<file path="config.mk">
export PLATFORM = sky130hd
export DESIGN_NAME = multicycle_control
export DESIGN_NICKNAME = d
export VERILOG_FILES = /design/src/rtl/multicycle_control.sv
export SDC_FILE = /design/constraint.sdc
export NUM_CORES = 1
export LEC_CHECK = 0
export BUFFER_PORTS_ARGS = -buffer_cell sky130_fd_sc_hd__buf_4
export CAP_MARGIN = 20
export CORE_AREA = 2 2 86 72
export DETAILED_ROUTE_END_ITERATION = 10
export DIE_AREA = 0 0 88 74
export PLACE_DENSITY = 0.77
export SLEW_MARGIN = 20
export SYNTH_ARGS = -nofsm -noshare
export SYNTH_HDL_FRONTEND = slang
export SYNTH_SLANG_ARGS = --single-unit
export TNS_END_PERCENT = 10
</file>
<file path="constraint.sdc">
create_clock -name clk -period 5.91 [get_ports clk]
set_clock_uncertainty 0.2 [all_clocks]
set_input_delay 0.2955 -clock clk [delete_from_list [all_inputs] [get_ports clk]]
set_output_delay 0.2955 -clock clk [all_outputs]
set_load 0.005 [all_outputs]
</file>
<file path="src/rtl/multicycle_control.sv">
// Multi-cycle instruction sequencer: FETCH/DECODE/EXEC|ADDR/MEM/WB|BRANCH|JUMP, 3-5 cycles per instruction when memory is ready,
// stalls in FETCH/MEM until mem_ready, counts retirements; define ILLEGAL_TRAP_EN to trap illegal opcodes in TRAP.
module multicycle_control #(
  parameter int XLEN = 32,
  parameter int OPW  = 6,
  parameter int ALUW = 5,
  parameter int CNTW = 32
) (
  input  logic            clk,
  input  logic            rst_n,
  input  logic [XLEN-1:0] ins,
  input  logic            mem_ready,
  output logic            mem_req,
  output logic            iord,
  output logic            ir_write,
  output logic            pc_write,
  output logic            memWrite,
  output logic            memToReg,
  output logic            regDst,
  output logic            regWriteEnable,
  output logic            ALUSrc,
  output logic [ALUW-1:0] ALUControl,
  output logic            branchEnable,
  output logic            jump,
  output logic            busy,
`ifdef ILLEGAL_TRAP_EN
  output logic            illegal_op,
`endif
  output logic [CNTW-1:0] retired_count
);

  typedef enum logic [3:0] {
    S_FETCH, S_DECODE, S_EXEC, S_ADDR, S_MEM, S_WB, S_BRANCH, S_JUMP, S_TRAP
  } state_t;

  typedef enum logic [3:0] {
    C_NONE, C_ALU, C_ALUI, C_LW, C_SW, C_BLEU, C_JR, C_JAL, C_ILL
  } cls_t;

  localparam logic [OPW-1:0] OP_ANDR = OPW'(6'b100000);
  localparam logic [OPW-1:0] OP_LW   = OPW'(6'b100011);
  localparam logic [OPW-1:0] OP_SW   = OPW'(6'b101011);
  localparam logic [OPW-1:0] OP_JR   = OPW'(6'b001000);
  localparam logic [OPW-1:0] OP_JAL  = OPW'(6'b000011);
  localparam logic [OPW-1:0] OP_NORR = OPW'(6'b100110);
  localparam logic [OPW-1:0] OP_NORI = OPW'(6'b001110);
  localparam logic [OPW-1:0] OP_NOTR = OPW'(6'b000100);
  localparam logic [OPW-1:0] OP_BLEU = OPW'(6'b010000);
  localparam logic [OPW-1:0] OP_ROLV = OPW'(6'b000000);
  localparam logic [OPW-1:0] OP_RORV = OPW'(6'b000010);

  state_t          state, next_state;
  cls_t            cls_q, dec_cls;
  logic [ALUW-1:0] alu_q;
  logic            retire;
  logic [OPW-1:0]  opcode;
  logic            unused_ins;

  assign opcode     = ins[XLEN-1 -: OPW];
  assign unused_ins = ^ins;

  always_comb begin
    case (opcode)
      OP_ANDR, OP_NORR, OP_NOTR, OP_ROLV, OP_RORV: dec_cls = C_ALU;
      OP_NORI: dec_cls = C_ALUI;
      OP_LW:   dec_cls = C_LW;
      OP_SW:   dec_cls = C_SW;
      OP_BLEU: dec_cls = C_BLEU;
      OP_JR:   dec_cls = C_JR;
      OP_JAL:  dec_cls = C_JAL;
      default: dec_cls = C_ILL;
    endcase
  end

  always_ff @(posedge clk or negedge rst_n) begin
    if (!rst_n) begin
      state         <= S_FETCH;
      cls_q         <= C_NONE;
      alu_q         <= '0;
      retired_count <= '0;
    end else begin
      state <= next_state;
      if (state == S_DECODE) begin
        cls_q <= dec_cls;
        alu_q <= ins[XLEN-1 -: ALUW];
      end
      if (retire) retired_count <= retired_count + 1'b1;
    end
  end

  always_comb begin
    next_state     = state;
    retire         = 1'b0;
    mem_req        = 1'b0;
    iord           = 1'b0;
    ir_write       = 1'b0;
    pc_write       = 1'b0;
    memWrite       = 1'b0;
    memToReg       = 1'b0;
    regDst         = 1'b0;
    regWriteEnable = 1'b0;
    ALUSrc         = 1'b0;
    ALUControl     = '0;
    branchEnable   = 1'b0;
    jump           = 1'b0;
    busy           = 1'b1;
`ifdef ILLEGAL_TRAP_EN
    illegal_op     = 1'b0;
`endif
    case (state)
      S_FETCH: begin
        busy    = 1'b0;
        mem_req = 1'b1;
        if (mem_ready) begin
          ir_write   = 1'b1;
          pc_write   = 1'b1;
          next_state = S_DECODE;
        end
      end
      // Only the next-state choice depends on ins; datapath controls stay idle here.
      S_DECODE: begin
        case (dec_cls)
          C_ALU, C_ALUI: next_state = S_EXEC;
          C_LW, C_SW:    next_state = S_ADDR;
          C_BLEU:        next_state = S_BRANCH;
          C_JR, C_JAL:   next_state = S_JUMP;
          default: begin
`ifdef ILLEGAL_TRAP_EN
            next_state = S_TRAP;
`else
            next_state = S_FETCH;
            retire     = 1'b1;
`endif
          end
        endcase
      end
      S_EXEC: begin
        ALUControl = alu_q;
        ALUSrc     = (cls_q == C_ALUI);
        next_state = S_WB;
      end
      S_ADDR: begin
        ALUSrc     = 1'b1;
        ALUControl = alu_q;
        next_state = S_MEM;
      end
      S_MEM: begin
        mem_req  = 1'b1;
        iord     = 1'b1;
        memWrite = (cls_q == C_SW);
        if (mem_ready) begin
          if (cls_q == C_SW) begin
            next_state = S_FETCH;
            retire     = 1'b1;
          end else begin
            next_state = S_WB;
          end
        end
      end
      S_WB: begin
        regWriteEnable = 1'b1;
        regDst         = (cls_q == C_ALU);
        memToReg       = (cls_q == C_LW);
        next_state     = S_FETCH;
        retire         = 1'b1;
      end
      S_BRANCH: begin
        branchEnable = 1'b1;
        ALUControl   = alu_q;
        next_state   = S_FETCH;
        retire       = 1'b1;
      end
      S_JUMP: begin
        jump           = 1'b1;
        pc_write       = 1'b1;
        regWriteEnable = (cls_q == C_JAL);
        next_state     = S_FETCH;
        retire         = 1'b1;
      end
      S_TRAP: begin
`ifdef ILLEGAL_TRAP_EN
        illegal_op = 1'b1;
`endif
      end
      default: next_state = S_FETCH;
    endcase
    // Outputs must drop as soon as reset asserts, not at the next edge.
    if (!rst_n) begin
      mem_req        = 1'b0;
      iord           = 1'b0;
      ir_write       = 1'b0;
      pc_write       = 1'b0;
      memWrite       = 1'b0;
      memToReg       = 1'b0;
      regDst         = 1'b0;
      regWriteEnable = 1'b0;
      ALUSrc         = 1'b0;
      ALUControl     = '0;
      branchEnable   = 1'b0;
      jump           = 1'b0;
      busy           = 1'b0;
`ifdef ILLEGAL_TRAP_EN
      illegal_op     = 1'b0;
`endif
    end
  end

endmodule
</file>
==> flow_metrics.tcl, run 1 <==
set metrics [dict create \
    tightestPinTransition_ns 0.7235 \
    grt_antenna_before_repair 0 \
    place.gp.congestion 0.8166 \
    crit_chain "dlygate4sd3_1 > buf_4 > nand2_1 > nor2_1 > and2_1 > buf_4" \
    dp_hpwl_um 3609 \
    firstDrtPassIters 4 \
    synth_top_cell_by_area "dfrtp_1" \
    rows 25 \
    drt-initial-drc-count 84 \
    clk_path_buf_depth 2 \
    hold_class "in2reg" \
    synth_fp_nets 283 \
    grt_pass1_vias 1752 \
    grt_max_degree 50 \
    finalWirelength_um 5233 \
    cts_resized 0 \
    syn_inst 247 \
    ir_drop_mv 0.1215 \
    synth_sequential_area_ratio 0.4449 \
    numCtsBuffers 5 \
    die_area_um2 6512 \
    max_freq_mhz 382.6 \
    avgSynthCellArea_um2 10.02 \
    endpoint_kind "output pin" \
    power_mw 0.8326 \
    synth_area_leaders "dfrtp_1 (44%), xnor2_1 (8.8%), nand3_1 (3.6%)" \
    ys_seq_elements 44 \
    grt_setup_unrepaired "no" \
    grt.total_usage 0.1653 \
    ys.flop_type "dfrtp_1" \
    fin_crit_ns 2.614 \
    vias_per_cell 5.253 \
    pre_cts_ws_ns 3.541 \
    maxSlewViolCount 0 \
    maxCapViolCount 0 \
    fin_hold_ws_ns 0.07401 \
    setup-tns-final_ns 0 \
    drc 0 \
    cts_tree "done" \
    syn-cell-area_um2 2475 \
    syn2layout_area_growth_pct 23.21 \
    synth_commonest_cells "dfrtp_1 (44), xnor2_1 (25), nand2_1 (21)" \
    die_w_um 88 \
    vias 1996 \
    ctsRootBufferMaster "clkbuf_8" \
    powerDensity_nw_per_um2 273.1 \
    ant_nets 0 \
    grt_overflow 0 \
    synthArstFlopShare 1.000 \
    critPathMaxStageDelay_ns 0.52 \
    drive_above_1_share 0.2809 \
    setup.worst_path.start_class "input pin" \
    grt_first_pass_wirelength_um 8349 \
    p_leak_nw 1.402 \
    io_pins 84 \
    wire_per_inst_um 13.77 \
    antennaDiodeCount 0 \
    final_nets 335 \
    io_buffers 57 \
    critPathMaxFanout 49 \
    ys_warn_count 0 \
    yosysMostFrequentCell "dfrtp_1" \
    fp.dieH_um 74 \
    crit_required_ns 5.41 \
    insertion_delay_ns 0.29 \
    timing.critical_path.mode_cell "buf_4" \
    yosysTopAreaCellShare 0.4449 \
    core_um2 5662 \
    start_util 0.4371 \
    setup_ws_ns 3.296 \
    min_period_over_period 0.4423 \
    relSlewSlack 0.5151 \
    synth_edf_count 0 \
    ys_types 46 \
    criticalPathCategory "in2out" \
    setup_viol 0 \
    clk_pin_slew_worst_paths_ns 0.08 \
    htreeDepth 2 \
    cts_setup_buffers 0 \
    cts.sinks 44 \
    critPathSlowestCell "dlygate4sd3_1" \
    hold_violations 0 \
    worstPathArrival_ns 2.12 \
    status "complete, no violations" \
]
## registers in the layout, indices dropped and copies added, names as in the netlist
| register | flops |
|---|---|
| alu_q | 5 |
| cls_q | 4 |
| retired_count | 32 |
| state | 3 |
## final cells by class
| type | count | area [um^2] |
|---|---|---|
| fillers | 532 | 2613 |
| multi-input cells | 187 | 1269 |
| flip-flops and latches | 44 | 1101 |
| repair buffers | 58 | 437.9 |
| well taps | 81 | 101.3 |
| clock buffers | 5 | 68.82 |
| clock inverters | 2 | 60.06 |
| inverters | 3 | 11.26 |
## what timing repair did
item | 4_1_cts | 5_1_grt
hold endpoints to repair | 44 | 0
endpoints found under the setup margin | 0 | 0
hold buffers | 1 | 0
## power by group
group	switching (mW)	total [mW]	internal, mW	leakage, nW
Sequential	0.0466	0.389	0.342	0.583
Clock	0.0995	0.266	0.166	0.0642
Combinational	0.0897	0.178	0.0882	0.755
## layer usage
layer	up-vias	global-route usage	routed length [um]
li1	978	-	-
met1	953	0.2342	2513
met2	61	0.2559	2459
met3	4	0.04661	231
met4	0	0.03590	29
met5	-	0	0
## path summary, 6_finish.rpt
path	from	end	slack, ns	cells after the start
setup / recovery	rst_n	ALUControl[3]	3.30	6
hold / removal	ins[30]	cls_q[1]$_DFFE_PN0P_	0.07	2
setup reg to reg	cls_q[0]$_DFFE_PN0P_	retired_count[20]$_DFFE_PN0P_	3.54	6
hold reg to reg	retired_count[31]$_DFFE_PN0P_	retired_count[31]$_DFFE_PN0P_	0.29	1
max in group asynchronous	rst_n	retired_count[15]$_DFFE_PN0P_	4.77	2
min in group asynchronous	rst_n	retired_count[7]$_DFFE_PN0P_	0.34	2
## cells by family after synthesis
family                     share of synthesized area
xor gates and xnor gates                      0.1198
adders and majority gates                    0.01769
DFF                                           0.4449
muxes                                        0.02275
buffers and inverters                        0.04247
and+or+nand+nor                               0.2730
AOI/OAI and AO/OA                            0.07938
## through the flow
stage          utilization  area, um^2  std cells
3_3_place_gp        0.5140        2910        372
5_1_grt             0.5386        3049        380
3_5_place_dp        0.5140        2910        372
4_1_cts             0.5386        3049        380
2_1_floorplan            -        2475        247
6_report            0.5386        3049        380
## critical path: cells and delay by family
kind	cells	cell delay, ns
buf+inv	3	1.11
simple gates	3	0.69
## placed cells by master (no fill, tap or decap), drive strengths merged, types with 2 or more instances in the layout
master / count
clkbuf: 5
or3: 2
xor2: 7
nand4: 12
nor2b: 2
nand2: 21
and3: 9
maj3: 3
mux2: 5
a21boi: 2
nor4: 4
nor2: 15
bufinv: 2
inv: 3
o21ai: 7
xnor2: 26
nand3: 18
nor3: 12
and2: 13
a21oi: 6
and4: 3
dfrtp: 44
nand2b: 2
a22o: 2
buf: 57
nor3b: 2
Power figures use the tool's default switching activity.
==> inputs of run 2 (changes only) <==
--- a/config.mk
+++ b/config.mk
@@ -5,12 +5,13 @@
 export SDC_FILE = /design/constraint.sdc
 export NUM_CORES = 1
 export LEC_CHECK = 0
+export ABC_AREA = 1
 export BUFFER_PORTS_ARGS = -buffer_cell sky130_fd_sc_hd__buf_4
 export CAP_MARGIN = 20
-export CORE_AREA = 2 2 86 72
+export CORE_AREA = 2 2 94 78
 export DETAILED_ROUTE_END_ITERATION = 10
-export DIE_AREA = 0 0 88 74
-export PLACE_DENSITY = 0.77
+export DIE_AREA = 0 0 96 80
+export PLACE_DENSITY = 0.78
 export SLEW_MARGIN = 20
 export SYNTH_ARGS = -nofsm -noshare
 export SYNTH_HDL_FRONTEND = slang
==> constraint.sdc (replaced) <==
create_clock -name clk -period 2.1 [get_ports clk]
set_clock_uncertainty 0.2 [all_clocks]
set_input_delay 0.105 -clock clk [delete_from_list [all_inputs] [get_ports clk]]
set_output_delay 0.105 -clock clk [all_outputs]
set_load 0.005 [all_outputs]
==> run 2 against run 1 <==
Compared with the run above:
- non-clock buffer count grew 11
- sequential power grew to 2.9 times the previous value
- clock power up 110%
- critical path depth fell by 2
- die area increased by 18%
- design area up 18%
- critical path type is now reg2out
- largest cell class unchanged
==> flow_metrics.tcl, run 2 <==
set metrics [dict create \
    die_w_um 96 \
    criticalPathCategory "reg2out" \
    ir_drop_mv 0.4211 \
    top_register "retired_count" \
    crit_required_ns 1.79 \
    holdPathStages 6 \
    dp_hpwl_um 5722 \
    syn2layout_area_growth_pct 23.16 \
    grt_first_pass_wirelength_um 12520 \
    clk_pin_slew_worst_paths_ns 0.08 \
    placedCellCount 571 \
    multiInputGateArea_um2 1637 \
    grt_max_degree 43 \
    endpoint_kind "output pin" \
    insertion_delay_ns 0.30 \
    min-delay-start "ins[26]" \
    nFillCells 669 \
    top_regs "retired_count x32, alu_q x5, cls_q x4" \
    rows 27 \
    seqPwrFrac 0.413 \
    r2r-end "retired_count[28]$_DFFE_PN0P_" \
    relSlewSlack 0.6413 \
    cts.sinks 44 \
    syn_inst 434 \
    final_nets 535 \
    reg2reg_depth 10 \
    numCtsBuffers 5 \
    pre_cts_ws_ns 0.08578 \
    crit_chain "inv_2 > o211ai_1 > nor2_1 > buf_4" \
    final-instance-count-excl-fill 587 \
    largest_reg_flops 32 \
    regArea_um2 1101 \
    hold_path_end "cls_q[1]$_DFFE_PN0P_" \
    cp_num_buf_inv 2 \
    firstDrtPassIters 4 \
    comb_power_share 0.382 \
    finalWirelength_um 7642 \
    drc 0 \
    setup.worst_path.start_class "flop" \
    final_cell_mix "nand2_1 (157), nor2_1 (66), buf_4 (60), nand3_1 (51), dfrtp_1 (44)" \
    setup_viol 0 \
    wire_per_inst_um 13.02 \
    maxCapViolCount 0 \
    fin_hold_ws_ns 0.1519 \
    syn-cell-area_um2 2928 \
    p_leak_nw 1.786 \
    ys.flop_type "dfrtp_1" \
    place_area_um2 3418 \
    die_area_um2 7680 \
    grt_overflow 0 \
    yosysMostFrequentCell "nand2_1" \
    synth_edf_count 0 \
    hold_class "in2reg" \
    synth_fp_nets 470 \
    vias_per_cell 4.930 \
    clk_path_buf_depth 2 \
    synthArstFlopShare 1.000 \
    min_period_over_period 0.9462 \
    regToRegStartpoint "retired_count[0]$_DFFE_PN0P_" \
    synth_top_cell_by_area "dfrtp_1" \
    htreeDepth 2 \
    drt-initial-drc-count 146 \
    core_um2 6723 \
    ys_warn_count 0 \
    synth_sequential_area_ratio 0.3761 \
    powerDensity_nw_per_um2 748.4 \
    swShare 0.4066 \
    grt_antenna_before_repair 0 \
    critPathMaxStageDelay_ns 0.49 \
    ff2ff_setup_slack_ns 0.17 \
    power_mw 2.699 \
    ctsRootBufferMaster "clkbuf_8" \
    maxSlewViolCount 0 \
    io_buffers 57 \
    fp.dieH_um 80 \
    vias 2894 \
    max_freq_mhz 503.3 \
    setup-tns-final_ns 0 \
    ys_types 32 \
    power.switching_mw 1.097 \
    avgSynthCellArea_um2 6.746 \
    yosysTopAreaCellShare 0.3761 \
    io_pins 84 \
    cts_setup_buffers 0 \
    tightestPinTransition_ns 0.5357 \
    grt_pass1_vias 2593 \
    ant_nets 0 \
    intPower_mw 1.602 \
    stdcell_area_um2 3606 \
    grt.total_usage 0.2086 \
    antennaDiodeCount 0 \
    p_clk_frac 0.206 \
    ys_seq_elements 44 \
    critPathSlowestCell "dfrtp_1" \
    critPathMaxFanout 7 \
    synth_area_leaders "dfrtp_1 (38%), nand2_1 (20%), nand3_1 (8.7%)" \
    place.gp.congestion 0.9199 \
    fin_crit_ns 1.987 \
    final_common_cell "nand2_1" \
    setup_ws_ns 0.1130 \
    post-route-util 0.5364 \
    start_util 0.4355 \
    worst_path_dominant_cell_family "flip-flops" \
    hold_violations 0 \
    grt_setup_unrepaired "no" \
    synth_commonest_cells "nand2_1 (157), nor2_1 (68), nand3_1 (51)" \
    status "complete, no violations" \
    drive_above_1_share 0.1700 \
    worstPathArrival_ns 1.68 \
    cts_tree "done" \
]
run 2: cell count changes after synthesis, sizes merged, moves of 7 or more:
cell / before / now
xor2: 7 / 14
nor2: 15 / 74
nand2: 21 / 158
nand4: 12 / 4
inv: 3 / 33
and3: 9 / 0
and2: 13 / 0
xnor2: 26 / 12
nand3: 18 / 53
run 2: layout make-up:
class / instances / share of cell area
Timing Repair Buffer: 69 / 0.1502
Sequential cell: 44 / 0.3053
Tap cell: 87 / 0.03019
Inverter: 34 / 0.03539
Clock buffer: 8 / 0.02498
Multi-Input combinational cell: 345 / 0.4539
run 2: routing by layer:
metal  share of wire  vias up  track usage
li1                -     1504            -
met1            0.52     1302       0.3319
met2            0.42       84       0.2924
met3           0.053        4      0.03399
met4          0.0062        0      0.04429
met5               0        -            0
run 2: worst max-delay path by stage:
| stage | startpoint | to | slack, ns | depth (start not counted) |
|---|---|---|---|---|
| final | state[2]$_DFFE_PN0P_ | ALUControl[2] | 0.11 | 4 |
| after global placement | retired_count[0]$_DFFE_PN0P_ | retired_count[28]$_DFFE_PN0P_ | 0.12 | 10 |
| after CTS | retired_count[0]$_DFFE_PN0P_ | retired_count[28]$_DFFE_PN0P_ | 0.06 | 10 |
| after detailed placement | retired_count[0]$_DFFE_PN0P_ | retired_count[28]$_DFFE_PN0P_ | 0.09 | 10 |
| after floorplan | retired_count[0]$_DFFE_PN0P_ | retired_count[28]$_DFFE_PN0P_ | 0.41 | 10 |
| after global routing | ins[27] | retired_count[21]$_DFFE_PN0P_ | 0.04 | 10 |
run 2: logic make-up (layout without fill, tap and decap cells):
kind of cell    after synthesis  after routing  share of synthesized area
fa+ha+maj                     1              1                   0.004273
buf+inv                      45            111                    0.06965
simple gates                298            298                     0.4346
xor+xnor                     26             26                    0.07778
flops                        44             44                     0.3761
compound gates               20             20                    0.03761
run 2: repair_timing:
item / in CTS / in global routing
hold buffers: 8 / 0
endpoints found under the hold margin: 51 / 0
endpoints found under the setup margin: 0 / 16
gates resized for setup: 0 / 4
run 2: power groups by stage:
stage	logic, mW	clock network [mW]	registers, mW
floorplan	0.773	0	1.10
global placement	0.967	0	1.12
detailed placement	0.986	0	1.12
CTS	1.00	0.568	1.11
global route	1.16	0.603	1.13
finish	1.03	0.556	1.11
run 2: worst reg2reg max path: stages (launching register included):
cell     delay [ns]
dfrtp_1        0.43
ha_1           0.29
inv_1          0.10
nor2_2         0.24
inv_1          0.08
nor2_2         0.20
nand2_1        0.07
nand2_1        0.06
nand2_1        0.05
nand2_1        0.06
nand2_1        0.05
